File: src/rtl/multicycle_addsub_pkg.sv
// multicycle_addsub_pkg: state encoding and size helpers shared by the chunk-serial add/sub unit.
package multicycle_addsub_pkg;

   typedef enum logic [1:0] {
      IDLE = 2'd0,
      RUN  = 2'd1,
      DONE = 2'd2
   } state_t;

   function automatic int nchunk(input int width, input int chunk);
      return width / chunk;
   endfunction

   function automatic int cnt_width(input int n);
      return $clog2(n);
   endfunction

endpackage

File: src/rtl/multicycle_addsub_chunk_adder.sv
// multicycle_addsub_chunk_adder: combinational CHUNK-bit adder exposing the carry into the MSB.
module multicycle_addsub_chunk_adder #(
   parameter int CHUNK = 8
) (
   input  logic [CHUNK-1:0] a,
   input  logic [CHUNK-1:0] b,
   input  logic             cin,
   output logic [CHUNK-1:0] s,
   output logic             cout,
   output logic             cmsb
);

   assign {cmsb, s[CHUNK-2:0]} = {1'b0, a[CHUNK-2:0]} + {1'b0, b[CHUNK-2:0]} + CHUNK'(cin);
   assign {cout, s[CHUNK-1]}   = {1'b0, a[CHUNK-1]} + {1'b0, b[CHUNK-1]} + {1'b0, cmsb};

endmodule

File: src/rtl/multicycle_addsub.sv
// multicycle_addsub: chunk-serial add/subtract with valid/ready handshakes,
// producing sum, carry-out, signed overflow and zero flags.
module multicycle_addsub #(
   parameter int WIDTH = 32,
   parameter int CHUNK = 8
) (
   input  logic             clk,
   input  logic             rst_n,
   input  logic             in_valid,
   output logic             in_ready,
   input  logic [WIDTH-1:0] a,
   input  logic [WIDTH-1:0] b,
   input  logic             cin,
   input  logic             sub,
   output logic             out_valid,
   input  logic             out_ready,
   output logic [WIDTH-1:0] sum,
   output logic             cout,
   output logic             ovf,
   output logic             zero
);
   import multicycle_addsub_pkg::*;

   localparam int NCHUNK = nchunk(WIDTH, CHUNK);
   localparam int CW     = cnt_width(NCHUNK);

   state_t           state, state_nx;
   logic [WIDTH-1:0] opa, opb, sum_r;
   logic [CW-1:0]    cnt;
   logic             carry, cout_r, ovf_r, zero_r;
   logic [CHUNK-1:0] s_chunk;
   logic             c_chunk, c_msb, last, accept;

   multicycle_addsub_chunk_adder #(.CHUNK(CHUNK)) u_chunk_adder (
      .a    (opa[CHUNK-1:0]),
      .b    (opb[CHUNK-1:0]),
      .cin  (carry),
      .s    (s_chunk),
      .cout (c_chunk),
      .cmsb (c_msb)
   );

   assign in_ready  = (state == IDLE);
   assign out_valid = (state == DONE);
   assign accept    = in_valid && in_ready;
   assign last      = (cnt == CW'(NCHUNK - 1));
   assign sum       = sum_r;
   assign cout      = cout_r;
   assign ovf       = ovf_r;
   assign zero      = zero_r;

   always_comb begin
      state_nx = state;
      if (state == IDLE && in_valid) state_nx = RUN;
      else if (state == RUN && last) state_nx = DONE;
      else if (state == DONE && out_ready) state_nx = IDLE;
      else if (!(state inside {IDLE, RUN, DONE})) state_nx = IDLE;
   end

   always_ff @(posedge clk or negedge rst_n) begin
      if (!rst_n) state <= IDLE;
      else state <= state_nx;
   end

   // Operands shift down so the adder always sees chunk k in the low CHUNK bits.
   always_ff @(posedge clk or negedge rst_n) begin
      if (!rst_n) begin
         opa    <= '0;
         opb    <= '0;
         sum_r  <= '0;
         cnt    <= '0;
         carry  <= 1'b0;
         cout_r <= 1'b0;
         ovf_r  <= 1'b0;
         zero_r <= 1'b0;
      end else if (accept) begin
         opa   <= a;
         opb   <= sub ? ~b : b;
         carry <= sub | cin;
         cnt   <= '0;
      end else if (state == RUN) begin
         opa                       <= opa >> CHUNK;
         opb                       <= opb >> CHUNK;
         carry                     <= c_chunk;
         cnt                       <= cnt + CW'(1);
         sum_r[cnt*CHUNK +: CHUNK] <= s_chunk;
         if (last) begin
            cout_r <= c_chunk;
            ovf_r  <= c_chunk ^ c_msb;
            zero_r <= ~|{s_chunk, sum_r[WIDTH-CHUNK-1:0]};
         end
      end
   end

endmodule

File: config.mk
export PLATFORM = sky130hd
export DESIGN_NAME = multicycle_addsub
export DESIGN_NICKNAME = d
export VERILOG_FILES = /design/src/rtl/multicycle_addsub_pkg.sv /design/src/rtl/multicycle_addsub_chunk_adder.sv /design/src/rtl/multicycle_addsub.sv
export SDC_FILE = /design/constraint.sdc
export NUM_CORES = 1
export LEC_CHECK = 0
export CORE_ASPECT_RATIO = 1.1
export CORE_MARGIN = 3
export CORE_UTILIZATION = 40
export DETAILED_ROUTE_END_ITERATION = 10
export PLACE_DENSITY = 0.73
export SYNTH_ARGS = -nofsm -noshare
export SYNTH_HDL_FRONTEND = slang
export SYNTH_HIERARCHICAL = 1
export SYNTH_SLANG_ARGS = --single-unit
File: constraint.sdc
create_clock -name clk -period 3.22 [get_ports clk]
set_input_delay 0.322 -clock clk [delete_from_list [all_inputs] [get_ports clk]]
set_output_delay 0.322 -clock clk [all_outputs]
set_load 0.01 [all_outputs]
==> impl_metrics.env, run 1 <==
export IMPL_route_detailed_drc=0
export IMPL_diodes=0
export IMPL_yosys_warnings=6
export IMPL_final_setup_tns_ps=0
export IMPL_holdWs_ps=-6.819
export IMPL_p_per_area_nw_per_um2=1013
export IMPL_cts_tree="done"
export IMPL_design_core_area_um2=12140
export IMPL_wl_um=12100
export IMPL_p_int_w=0.003866
export IMPL_cp_arrival_ps=2840
export IMPL_drtIter0Drc=224
export IMPL_holdBufCountCts=0
export IMPL_synth_area_um2=5015
export IMPL_criticalPathCategory="reg2reg"
export IMPL_htreeDepth=3
export IMPL_regToRegStartpoint="opa[0]"
export IMPL_synthFlopType="dfrtp_1"
export IMPL_worst_pin_slew_ps=877.1
export IMPL_syn_to_final_growth_pct=30.06
export IMPL_row_count=42
export IMPL_clockBufferDepth=2
export IMPL_postCtsSetupRepairBufs=0
export IMPL_die_h_um=123.4
export IMPL_syn_area_per_cell_um2=10.15
export IMPL_leakage_nw=2.968
export IMPL_switching_share_pct=41.49
export IMPL_ioPinCount=107
export IMPL_fillers=1064
export IMPL_grt_ovfl_total=0
export IMPL_synth_cells=494
export IMPL_port_buffers=106
export IMPL_firstDrtPassIters=4
export IMPL_slew_headroom_pct=41.52
export IMPL_grtUsageTotal_pct=17.87
export IMPL_cts_resized=0
export IMPL_synthesis_nets=578
export IMPL_start_kind="flip-flop"
export IMPL_clock_latency_ps=340
export IMPL_ys_types=44
export IMPL_p_comb_share_pct=48.1
export IMPL_fmax_ghz=0.3810
export IMPL_cp_data_required_time_ps=3440
export IMPL_place_congestion=0.8544
export IMPL_path_clk_slew_ps=70
export IMPL_pwr_share_seq_pct=34.8
export IMPL_rsz0062_at_grt="false"
export IMPL_cts_sinks=104
export IMPL_finalCritPeriodShare_pct=81.51
export IMPL_violations="hold timing"
export IMPL_grt_pass1_vias=3888
export IMPL_finish_utilization_pct=53.73
export IMPL_numCtsBuffers=9
export IMPL_synth_edff_count=0
export IMPL_ys_seq_area_share_pct=51.90
export IMPL_die_area_um2=13920
export IMPL_nNetsFinal=672
export IMPL_drv_cap=0
export IMPL_via_per_inst=5.337
export IMPL_fin_skew_ps=12.24
export IMPL_grt_max_degree=71
export IMPL_root_buffer="clkbuf_16"
export IMPL_hpwl_um=8676
export IMPL_initial_core_util_pct=41.31
export IMPL_switching_power_w=0.002741
export IMPL_finalHoldViolCount=3
export IMPL_status="complete, but fails checks"
export IMPL_grt_antenna_before_repair=0
export IMPL_wire_per_inst_um=16.20
export IMPL_antenna_left=0
export IMPL_critPathMaxFanout=5
export IMPL_finalSetupViolations=0
export IMPL_vias=3987
export IMPL_clockPowerShare_pct=17.1
export IMPL_synthArstFlopShare_pct=100.0
export IMPL_fin_crit_ps=2624
export IMPL_die_x_um=112.8
export IMPL_vdd_drop_max_mv=0.4679
export IMPL_worstHoldPathType="in2async"
export IMPL_layout_drive_gt1_share_pct=7.083
export IMPL_critPathLaunch="opa[0]"
export IMPL_grt_pass1_wl_um=19890
export IMPL_maxSlewViolCount=0
export IMPL_setup_worst_path_end_class="flip-flop"
export IMPL_ys_seq_elements=104
[layout by cell type (no fill, tap or decap), types with 2 or more instances in the layout]
cell	n
nand2_1	112
dfrtp_1	104
clkdlybuf4s50_1	104
a22o_1	32
nor2_1	28
a22oi_1	24
a31oi_1	23
xor2_1	22
nand3_1	17
o21ai_0	14
xnor2_1	14
inv_1	12
ha_1	11
nor4_1	9
clkbuf_16	9
buf_4	8
a221o_1	3
nor2b_1	3
fa_1	3
nand2b_1	2
nand3b_4	2
nor4b_4	2
nor3_4	2
o31ai_1	2
nand4_1	2
inv_6	2
inv_8	2
clkinvlp_4	2
a21oi_1	2
[power groups by stage]
stage	Sequential, W	Combinational (W)	Clock, W
floorplan	0.00225	0.00207	0
global placement	0.00229	0.00311	0
detailed placement	0.00232	0.00318	0
CTS	0.00230	0.00320	0.00115
global route	0.00238	0.00350	0.00121
finish	0.00230	0.00318	0.00113
[state kept, by name, summed over array words and instances (netlist names)]
name and flops:
carry 1, cnt 2, cout 1, opa 32, opb 32, ovf 1
state 2, sum 32, zero 1
[critical path: stages, from the launching register on]
cell	delay [ps]
dfrtp_1	400
fa_1	440
a21oi_1	140
nor2b_1	70
a311o_2	410
a31oi_1	200
fa_1	430
inv_1	160
nor4_1	80
nand4_1	120
o31ai_1	70
[synth_stat cells (2+ instances only)]
library cell,n,area (um2)
a21oi_1,2,10.01
a221o_1,3,30.03
a22o_1,32,280.3
a22oi_1,24,180.2
a31oi_1,23,143.9
buf_2,15,75.07
clkbuf_1,14,52.55
dfrtp_1,104,2603
fa_1,3,60.06
ha_1,11,137.6
inv_1,12,45.04
nand2_1,112,420.4
nand2b_1,2,12.51
nand3_1,17,85.08
nand3b_4,2,40.04
nand4_1,2,12.51
nor2_1,28,105.1
nor2b_1,4,25.02
nor3_4,2,32.53
nor4_1,9,56.30
nor4b_4,2,47.55
o21ai_0,14,70.07
o31ai_1,2,15.01
xnor2_1,14,122.6
xor2_1,22,192.7
[path summary, 6_finish.rpt]
| kind | to | slack (ps) | cells past startpoint |
|---|---|---|---|
| worst max-delay path | zero | 600 | 10 |
| worst max register to register | zero | 600 | 10 |
| min in group clk | opa[11] | 480 | 2 |
| worst min register to register | opa[11] | 480 | 2 |
| worst min-delay path | opb[7] | -7 | 1 |
| max in group asynchronous | opb[13] | 2410 | 2 |
[through the flow]
stage               total power [W]  hold slack [ps]  area (um2)  setup WS, ps  cells
floorplan                  0.004323            26.41        5015         751.3    494
global placement           0.005406            375.7        6212         602.5    731
detailed placement         0.005496            385.6        6212         606.3    731
CTS                        0.006654            20.52        6523         586.2    747
global route               0.007088            39.30        6523         424.7    747
finish                     0.006608           -6.819        6523         595.5    747
[kinds of logic (layout without fill, tap and decap cells)]
| group | count (synthesis) | count (layout) | share of synthesized area, % |
|---|---|---|---|
| compound gates | 109 | 109 | 16.04 |
| simple gates | 186 | 186 | 17.86 |
| buf+inv | 44 | 143 | 3.742 |
| flops | 104 | 104 | 51.90 |
| fa+ha+maj | 14 | 14 | 3.942 |
| xor+xnor | 36 | 36 | 6.287 |
| mux | 1 | 1 | 0.2245 |
[metal layers]
layer | routed length [um] | global-route usage (%)
met1 | 5296 | 24.49
met2 | 5934 | 28.59
met3 | 715 | 3.867
met4 | 157 | 5.485
met5 | 0 | 0
[layout make-up]
class | instances | area, um2 | area share, %
clock buffers | 9 | 225.2 | 3.453
inverters | 13 | 48.80 | 0.7481
well taps | 154 | 192.7 | 2.954
multi-input cells | 346 | 2242 | 34.38
repair buffers | 114 | 1126 | 17.26
flip-flops and latches | 104 | 2603 | 39.90
clock inverters | 7 | 85.08 | 1.304
No activity file was read; power rests on OpenSTA's default activity.
==> run 2: changes to the inputs <==
- PLACE_DENSITY: 0.73 -> 0.76
- clock period: 3.22 -> 2.25 ns (I/O delays scaled with it)
==> run 2 against run 1 <==
The flow finishes with violations (setup timing). Sequential share of layout area fell by 1.2 points. Total power increased by 53%. Maximum frequency rose by 8.9%. Sequential power is 41% higher.
==> impl_metrics.env, run 2 (synthesis results as in run 1) <==
export IMPL_nNetsFinal=689
export IMPL_maxSlewViolCount=0
export IMPL_rsz0062_at_grt="true"
export IMPL_setup_slack_ps=-160.8
export IMPL_cp_data_required_time_ps=2470
export IMPL_p_int_w=0.005857
export IMPL_place_congestion=0.8776
export IMPL_fin_crit_ps=2411
export IMPL_grt_pass1_vias=4146
export IMPL_wire_per_inst_um=16.66
export IMPL_ioPinCount=107
export IMPL_antenna_left=0
export IMPL_clockBufferDepth=2
export IMPL_dpl_cell_count=746
export IMPL_worst_pin_slew_ps=745.9
export IMPL_grt_antenna_before_repair=0
export IMPL_grt_ovfl_total=0
export IMPL_vdd_drop_max_mv=0.7836
export IMPL_final_cell_mix="112 x nand2_1, 104 x dfrtp_1, 104 x clkdlybuf4s50_1"
export IMPL_worstHoldPathType="in2async"
export IMPL_clockPowerShare_pct=15.0
export IMPL_pwr_share_seq_pct=32.1
export IMPL_finalHoldViolCount=0
export IMPL_htreeDepth=3
export IMPL_grt_pass1_wl_um=20490
export IMPL_cts_tree="done"
export IMPL_fillers=1047
export IMPL_final_area_um2=6723
export IMPL_initial_core_util_pct=41.31
export IMPL_violations="setup timing"
export IMPL_regToRegStartpoint="opa[0]"
export IMPL_criticalPathCategory="reg2reg"
export IMPL_route_detailed_drc=0
export IMPL_fmax_ghz=0.4148
export IMPL_drv_cap=0
export IMPL_grt_max_degree=71
export IMPL_row_count=42
export IMPL_layout_commonest_cell="nand2_1"
export IMPL_leakage_nw=3.063
export IMPL_status="complete, but fails checks"
export IMPL_diodes=0
export IMPL_multi_input_area_um2=2305
export IMPL_syn_to_final_growth_pct=34.06
export IMPL_setup_worst_path_end_class="flip-flop"
export IMPL_die_h_um=123.4
export IMPL_finalNonFillerCells=764
export IMPL_grtUsageTotal_pct=18.33
export IMPL_vias=4085
export IMPL_critPathMaxFanout=2
export IMPL_switching_power_w=0.004252
export IMPL_design_core_area_um2=12140
export IMPL_p_per_area_nw_per_um2=1504
export IMPL_firstDrtPassIters=5
export IMPL_finalSetupViolations=5
export IMPL_numCtsBuffers=9
export IMPL_port_buffers=106
export IMPL_critPathLaunch="opa[0]"
export IMPL_fin_skew_ps=13.10
export IMPL_slew_headroom_pct=49.92
export IMPL_die_area_um2=13920
export IMPL_layout_drive_gt1_share_pct=11.15
export IMPL_placed_cell_area_um2=6362
export IMPL_wl_um=12730
export IMPL_finish_utilization_pct=55.38
export IMPL_drtIter0Drc=252
export IMPL_p_comb_share_pct=52.9
export IMPL_cts_sinks=104
export IMPL_clock_latency_ps=350
export IMPL_start_kind="flip-flop"
export IMPL_root_buffer="clkbuf_16"
export IMPL_via_per_inst=5.347
export IMPL_path_clk_slew_ps=80
export IMPL_switching_share_pct=42.06
export IMPL_hpwl_um=8895
export IMPL_cp_arrival_ps=2630
export IMPL_die_x_um=112.8
export IMPL_seq_area_um2=2603
export IMPL_finalCritPeriodShare_pct=107.1
run 2: cell count changes in the layout (fill, tap and decap cells not counted), sizes merged:
| cell | before | now |
|---|---|---|
| clkinvlp | 2 | 0 |
| clkinv | 0 | 4 |
| dlygate4sd3 | 0 | 1 |
| buf | 10 | 26 |
| inv | 17 | 16 |
| bufinv | 1 | 0 |
run 2: path summary, 6_finish.rpt:
check	cells after the start	endpoint	slack (ps)
worst max-delay path	10	zero	-160
worst min-delay path	2	opb[17]	270
worst max register to register	10	zero	-160
worst min register to register	2	opa[13]	470
max in group asynchronous	3	opa[8]	1320
min in group clk	3	opb[31]	390
run 2: repair_timing:
| action | in CTS | in global routing |
|---|---|---|
| pin swaps | 3 | 3 |
| setup buffers | 1 | 0 |
| endpoints found under the setup margin | 9 | 9 |
| hold buffers | 1 | 0 |
| gates resized for setup | 3 | 6 |
| endpoints found under the hold margin | 8 | 0 |
run 2: final cells by class:
type                            instances  share of cell area (%)
Timing Repair Buffer                  131                   19.11
Clock buffer                            9                   3.350
Tap cell                              154                   2.866
Sequential cell                       104                   38.71
Clock inverter                          7                  0.9492
Inverter                               13                  0.7259
Multi-Input combinational cell        346                   34.28
run 2: critical path, stage by stage, from the launching register on:
cell and delay, ps:
dfrtp_1 410, fa_2 420, a21oi_2 140, nor2b_2 60
a311o_2 350, a31oi_4 160, fa_1 440, inv_2 90
nor4_4 40, nand4_1 110, o31ai_1 70
run 2: stage by stage:
| step | hold slack [ps] | TNS, ps | total power (W) | setup slack, ps |
|---|---|---|---|---|
| 2_1_floorplan | -70.59 | -46.97 | 0.006240 | -46.97 |
| 3_3_place_gp | 73.05 | -156.9 | 0.008125 | -84.37 |
| 3_5_place_dp | 80.39 | -435.3 | 0.008297 | -176.8 |
| 4_1_cts | 270.6 | -522.1 | 0.009894 | -164.7 |
| 5_1_grt | 275.9 | -1083 | 0.01079 | -265.7 |
| 6_report | 272.5 | -662.0 | 0.01011 | -160.8 |
run 2: power by group through the flow:
stage,clock network [W],logic (W),registers (W)
4_1_cts,0.00154,0.00513,0.00323
3_3_place_gp,0,0.00491,0.00322
5_1_grt,0.00162,0.00584,0.00334
6_report,0.00152,0.00535,0.00324
2_1_floorplan,0,0.00301,0.00323
3_5_place_dp,0,0.00504,0.00326
run 2: per-layer routing:
metal  global-route usage [%]  part of all wire [%]  vias up
met4                    6.086                   2.3        0
li1                         -                     -     1944
met1                    23.47                    43     1967
met5                        0                     0        -
met3                    4.748                   6.4       32
met2                    30.44                    49      142
==> run 3: changes to the inputs <==
- CORE_UTILIZATION: 40 -> 45
- PLACE_DENSITY: 0.76 -> 0.83
==> run 3 against run 2 <==
The flow still finishes with violations (setup timing). Worst hold slack better by 130 ps. Sequential share of layout area about the same. First-iteration DRC count down 3.6%. Non-clock buffer count down 1. Maximum frequency down 3.7%. Die area down 11%. Highest routed layer unchanged. Flip-flop and latch count unchanged.
==> impl_metrics.env, run 3 (synthesis results as in run 1) <==
export IMPL_criticalPathCategory="reg2reg"
export IMPL_setup_slack_ps=-253.2
export IMPL_fmax_ghz=0.3995
export IMPL_p_per_area_nw_per_um2=1531
export IMPL_maxSlewViolCount=0
export IMPL_port_buffers=106
export IMPL_worst_pin_slew_ps=717.7
export IMPL_clockBufferDepth=2
export IMPL_hpwl_um=8868
export IMPL_setup_worst_path_end_class="flip-flop"
export IMPL_fin_skew_ps=10.09
export IMPL_path_clk_slew_ps=80
export IMPL_row_count=39
export IMPL_grt_pass1_wl_um=21080
export IMPL_violations="setup timing"
export IMPL_route_detailed_drc=0
export IMPL_cp_arrival_ps=2760
export IMPL_cts_tree="done"
export IMPL_met3_usage_pct=5.196
export IMPL_vias=4137
export IMPL_finalCritPeriodShare_pct=111.3
export IMPL_status="complete, but fails checks"
export IMPL_nNetsFinal=688
export IMPL_r2r_cells=10
export IMPL_die_area_um2=12450
export IMPL_die_x_um=106.7
export IMPL_ioPinCount=107
export IMPL_grt_busiest_layer="met2"
export IMPL_initial_core_util_pct=47.14
export IMPL_layout_drive_gt1_share_pct=11.33
export IMPL_root_buffer="clkbuf_16"
export IMPL_start_kind="flip-flop"
export IMPL_drtIter0Drc=243
export IMPL_diodes=0
export IMPL_grt_pass1_vias=4217
export IMPL_grtUsageMet1_pct=26.40
export IMPL_syn_to_final_growth_pct=34.03
export IMPL_grt_antenna_before_repair=0
export IMPL_final_setup_tns_ps=-870.1
export IMPL_finalSetupViolations=8
export IMPL_cp_data_required_time_ps=2510
export IMPL_wl_um=12860
export IMPL_vdd_drop_max_mv=0.7313
export IMPL_leakage_nw=3.061
export IMPL_cts_sinks=104
export IMPL_design_core_area_um2=10640
export IMPL_finalPower_w=0.01029
export IMPL_finish_utilization_pct=63.19
export IMPL_worstHoldPathType="in2reg"
export IMPL_critPathMaxFanout=3
export IMPL_drv_cap=0
export IMPL_finalHoldViolCount=0
export IMPL_slew_headroom_pct=52.15
export IMPL_layout_commonest_cell="nand2_1"
export IMPL_htreeDepth=3
export IMPL_antenna_left=0
export IMPL_clock_latency_ps=350
export IMPL_grt_ovfl_total=0
export IMPL_numCtsBuffers=9
export IMPL_die_h_um=116.7
export IMPL_firstDrtPassIters=5
export IMPL_grtUsageTotal_pct=21.33
export IMPL_use_met2_pct=37.28
export IMPL_fin_crit_ps=2503
export IMPL_via_per_inst=5.501
export IMPL_rsz0062_at_grt="true"
export IMPL_place_congestion=0.8436
export IMPL_wire_per_inst_um=17.10
export IMPL_holdPathStages=3
export IMPL_final_cell_mix="112 x nand2_1, 104 x dfrtp_1, 104 x clkdlybuf4s50_1"
export IMPL_grt_max_degree=71
## run 3: layout make-up
type,instances,area [um2]
clock buffers,10,239.0
clock inverters,6,57.56
fillers,854,3916
inverters,13,48.80
multi-input cells,346,2317
flip-flops and latches,104,2603
well taps,143,178.9
repair buffers,130,1277
## run 3: critical path: stages, from the launching register on
cell     delay, ps
dfrtp_1        430
ha_4           280
a21oi_2         50
nor2b_1        140
a311o_2        210
a31oi_2         90
fa_1           530
inv_2           60
nor4_4         220
nand4_1        170
o31ai_2        220
## run 3: worst paths after layout
kind                              start      end  slack, ps
worst max-delay path             opa[1]     zero       -250
worst max register to register   opa[1]     zero       -250
min in group asynchronous         rst_n  opb[22]        460
max in group asynchronous         rst_n   opa[8]       1020
worst min-delay path              a[27]  opa[27]        400
worst min register to register  opa[17]  opa[17]        480
## run 3: through the flow
step	setup slack, ps	cells	hold WS [ps]	area (um2)
final	-253.2	752	398.9	6721
after global routing	-365.0	752	403.2	6721
after CTS	-230.1	751	400.5	6669
after detailed placement	-178.8	734	297.0	6341
after global placement	-85.97	734	290.6	6341
after floorplan	-46.97	494	-70.59	5027
## run 3: power breakdown
group          switching (W)  internal [W]  leakage (nW)
registers           0.000582       0.00268          1.36
logic                0.00299       0.00247          1.56
clock network       0.000750      0.000811         0.148
## run 3: what timing repair did
| item | in CTS | in global routing |
|---|---|---|
| resized for setup | 3 | 7 |
| pin swaps | 2 | 5 |
| hold buffers | 1 | 0 |
| setup buffers | 0 | 1 |
| setup endpoints to repair | 9 | 11 |
| hold endpoints to repair | 48 | 0 |
## run 3: per-layer routing
metal	wire length (um)	up-vias
met3	934	26
met4	302	0
met1	5249	1997
met5	0	-
li1	-	1942
met2	6374	172
